[src/rtl/fifo_stream_checker_pkg.sv]
// Shared types and defaults for the FIFO read-side stream checker.
package fifo_stream_checker_pkg;

    localparam int unsigned THROTTLE_WIDTH         = 4;
    localparam int unsigned DEF_DATA_WIDTH         = 32;
    localparam int unsigned DEF_COUNT_WIDTH        = 16;
    localparam int unsigned DEF_ERR_WIDTH          = 8;
    localparam int unsigned DEF_TIMEOUT_CYCLES     = 1024;

    typedef enum logic [1:0] {
        S_IDLE = 2'd0,
        S_POP  = 2'd1,
        S_GAP  = 2'd2,
        S_DONE = 2'd3
    } state_e;

endpackage

[src/rtl/fifo_stream_checker_watchdog.sv]
// Empty-stall watchdog: counts consecutive stalled pop cycles and flags the limit.
module fifo_stream_checker_watchdog
    import fifo_stream_checker_pkg::*;
#(
    parameter int unsigned TIMEOUT_CYCLES = DEF_TIMEOUT_CYCLES
) (
    input  logic MCLK,
    input  logic nRST,
    input  logic stall,
    output logic expire_c
);
    localparam int unsigned STALL_WIDTH = $clog2(TIMEOUT_CYCLES + 1);

    logic [STALL_WIDTH-1:0] stall_cnt;

    // Fires on the stall cycle that makes TIMEOUT_CYCLES consecutive stalls.
    assign expire_c = stall && (stall_cnt == STALL_WIDTH'(TIMEOUT_CYCLES - 1));

    always_ff @(posedge MCLK or negedge nRST) begin
        if (!nRST) begin
            stall_cnt <= '0;
        end else if (!stall || expire_c) begin
            stall_cnt <= '0;
        end else begin
            stall_cnt <= stall_cnt + STALL_WIDTH'(1);
        end
    end

endmodule

[config.mk]
export PLATFORM = sky130hd
export DESIGN_NAME = fifo_stream_checker_watchdog
export DESIGN_NICKNAME = d
export VERILOG_FILES = /design/src/rtl/fifo_stream_checker_pkg.sv /design/src/rtl/fifo_stream_checker_watchdog.sv
export SDC_FILE = /design/constraint.sdc
export NUM_CORES = 1
export LEC_CHECK = 0
export CAP_MARGIN = 10
export CELL_PAD_IN_SITES_DETAIL_PLACEMENT = 1
export CELL_PAD_IN_SITES_GLOBAL_PLACEMENT = 1
export CORE_AREA = 2 2 39 41
export CTS_BUF_LIST = sky130_fd_sc_hd__clkbuf_4
export DETAILED_ROUTE_END_ITERATION = 7
export DIE_AREA = 0 0 41 43
export PLACE_DENSITY_LB_ADDON = 0.1
export SLEW_MARGIN = 5
export SYNTH_ARGS = -nofsm -noshare
export SYNTH_HDL_FRONTEND = slang
export SYNTH_SLANG_ARGS = --single-unit
[constraint.sdc]
create_clock -name MCLK -period 2.1 [get_ports MCLK]
set_clock_uncertainty 0.15 [all_clocks]
set_input_delay 0.525 -clock MCLK [delete_from_list [all_inputs] [get_ports MCLK]]
set_output_delay 0.525 -clock MCLK [all_outputs]
set_load 0.005 [all_outputs]
==> results of run 1 <==
## what timing repair did
action | in CTS | in global routing
resized for setup | 8 | 1
pin swaps | 3 | 5
endpoints found under the setup margin | 1 | 8
setup buffers | 6 | 3
## per-layer routing
metal / GRT usage / vias to the layer above / share of wire
li1: - / 244 / -
met1: 0.2705 / 267 / 0.42
met2: 0.2969 / 5 / 0.55
met3: 0.04712 / 2 / 0.025
met4: 0.08000 / 0 / 0.011
met5: 0 / - / 0
## critical path: cells and delay by family, from the launching register on
kind	cells	cell delay, ns
and+or+nand+nor	3	0.64
buffers and inverters	1	0.14
adders and majority gates	1	0.20
DFF	1	0.37
## synthesized netlist by cell type
cell	count	area, µm²
o41ai_2	1	16.27
dfrtp_1	11	275.3
nor3_1	1	5.000
ha_1	1	12.51
nand3_1	3	15.01
inv_1	3	11.26
xor2_1	2	17.52
and3_1	1	6.260
nor4_1	1	6.260
o21a_1	2	15.01
or3_1	3	18.77
nand4_2	1	12.51
o31ai_1	1	7.510
a21oi_1	3	15.01
nor2_1	5	18.77
xnor2_1	1	8.760
o211a_1	1	10.01
nand2_1	2	7.510
o21ai_0	3	15.01
o31a_1	1	8.760
o311a_1	1	10.01
nand4_1	2	12.51
or4_1	1	7.510
## cell type report
class / instances / area, µm² / area share
inverters: 3 / 11.26 / 0.01429
well taps: 16 / 20.02 / 0.02540
clock buffers: 4 / 30.03 / 0.03810
repair buffers: 23 / 175.2 / 0.2222
multi-input cells: 37 / 276.5 / 0.3508
flip-flops and latches: 11 / 275.3 / 0.3492
## logic make-up (layout without fill, tap and decap cells)
logic type / after synthesis / in the layout / share of synthesized area
and+or+nand+nor: 20 / 20 / 0.2066
AOI/OAI and AO/OA: 13 / 13 / 0.1831
buffers and inverters: 3 / 30 / 0.02113
xor gates and xnor gates: 3 / 3 / 0.04930
adders and majority gates: 1 / 1 / 0.02347
DFF: 11 / 11 / 0.5164
## worst max path at each step
| stage | from | to | cells after the start |
|---|---|---|---|
| after global routing | stall_cnt[0] | expire_c | 5 |
| after CTS | stall_cnt[0] | expire_c | 5 |
| after global placement | stall | expire_c | 4 |
| after detailed placement | stall | expire_c | 4 |
| final | stall_cnt[0] | expire_c | 5 |
| after floorplan | stall_cnt[0] | expire_c | 4 |
## power breakdown
part / total [mW] / switching, mW / leakage [nW] / internal, mW
registers: 0.220 / 0.00305 / 0.151 / 0.216
logic: 0.0435 / 0.0214 / 0.197 / 0.0221
clock network: 0.153 / 0.0665 / 0.0184 / 0.0864
## metrics by stage
step / instances / hold slack [ns] / setup TNS, ns / power (mW)
CTS: 94 / 0.4171 / -1.335 / 0.4185
detailed placement: 84 / 0.4091 / -0.4510 / 0.2609
finish: 94 / 0.4390 / -0.1801 / 0.4160
global route: 94 / 0.4567 / -0.2535 / 0.4420
floorplan: 51 / 0.07941 / 0 / 0.2355
global placement: 84 / 0.3783 / -0.3027 / 0.2586
==> results_dict.tcl, run 1 <==
set metrics [dict create \
    r2r_start "stall_cnt[0]" \
    n_fill_cell 156 \
    htreeDepth 1 \
    cts_tree "done" \
    slowest_delay_ns 0.41 \
    maxSlewViolCount 0 \
    grt_pass1_wl_um 2297 \
    via_per_inst 5.511 \
    core_area_um2 1384 \
    antenna_found_initial 0 \
    vias 518 \
    syn_nets 55 \
    wire_per_inst_um 15.76 \
    core.rowCount 14 \
    start_kind "register" \
    max-cap-violations 0 \
    grt.overflow.total 0 \
    hold_viol 0 \
    dp_slack_ns -0.4510 \
    clkTransAtPathRegs_ns 0.06 \
    outcome "finished with violations" \
    clk_path_buf_depth 2 \
    die_y_um 43 \
    seq_area_frac_synth 0.5164 \
    ir_drop_mv 0.3833 \
    ctsRootBufferMaster "clkbuf_4" \
    diodes 0 \
    drive_above_1_share 0.3846 \
    drc 0 \
    violations "setup timing" \
    netlist_area_um2 533.0 \
    r2r_cells 8 \
    path_class "register to output port" \
    synthCells 51 \
    worstPathRequired_ns 1.42 \
    cp.arrival_ns 1.61 \
    ys_ff_latch 11 \
    port_buffers 3 \
    syn_to_final_growth_pct 47.89 \
    rrSetupSlack_ns 0.16 \
    rsz0062_at_grt "yes" \
    hold_path.class "input port to async pin" \
    clock_latency_ns 0.26 \
    die_x_um 41 \
    grt_usage 0.1996 \
    powerDensity_nw_per_um2 527.7 \
    dieArea_um2 1763 \
    setup_violations 1 \
    period_minus_slack_ns 2.280 \
    slew_headroom 0.6694 \
    io_pins 4 \
    synth.avg_cell_area_um2 10.45 \
    grt_max_degree 12 \
    place_area_um2 688.2 \
    reg_top3 "stall_cnt (11)" \
    tightest_slew_ns 0.4944 \
    r2r-end "stall_cnt[9]" \
    grt_pass1_vias 506 \
    numCtsBuffers 3 \
    ant_nets 0 \
    largest_reg_flops 11 \
    setup_slack_ns -0.1801 \
    leakage_nw 0.3670 \
    synth_warnings 0 \
    hpwl_um 1100 \
    start_util 0.3852 \
    synth.distinct_cells 23 \
    regMostFlops "stall_cnt" \
    fmax_mhz 438.6 \
    min_period_over_period 1.086 \
    path_max_fanout 2 \
    drt_iter0_drc 4 \
    cp_slowest_cell "or3_4" \
    cp_cell_sequence "ha_2 -> nand4_1 -> or3_4 -> nor3_4 -> buf_2" \
    final_area_um2 788.3 \
    first_pass_iters 2 \
    final_cell_mix "buf_4, dfrtp_1, nor2_1" \
    gp_congestion 0.7268 \
    utilization 0.5696 \
    wirelength_um 1481 \
    final_common_cell "buf_4" \
    cts_sinks 11 \
    nets 83 \
    end_kind "output port" \
    cts.hold.buffers_added 0 \
]
Power figures use the tool's default switching activity.
==> run 2: changes to the inputs <==
--- a/config.mk
+++ b/config.mk
@@ -5,7 +5,7 @@
 export SDC_FILE = /design/constraint.sdc
 export NUM_CORES = 1
 export LEC_CHECK = 0
-export CAP_MARGIN = 10
+export CAP_MARGIN = 20
 export CELL_PAD_IN_SITES_DETAIL_PLACEMENT = 1
 export CELL_PAD_IN_SITES_GLOBAL_PLACEMENT = 1
 export CORE_AREA = 2 2 39 41
==> results of run 2 <==
No change in the layout: final DEF, timing and power equal those of run 1.
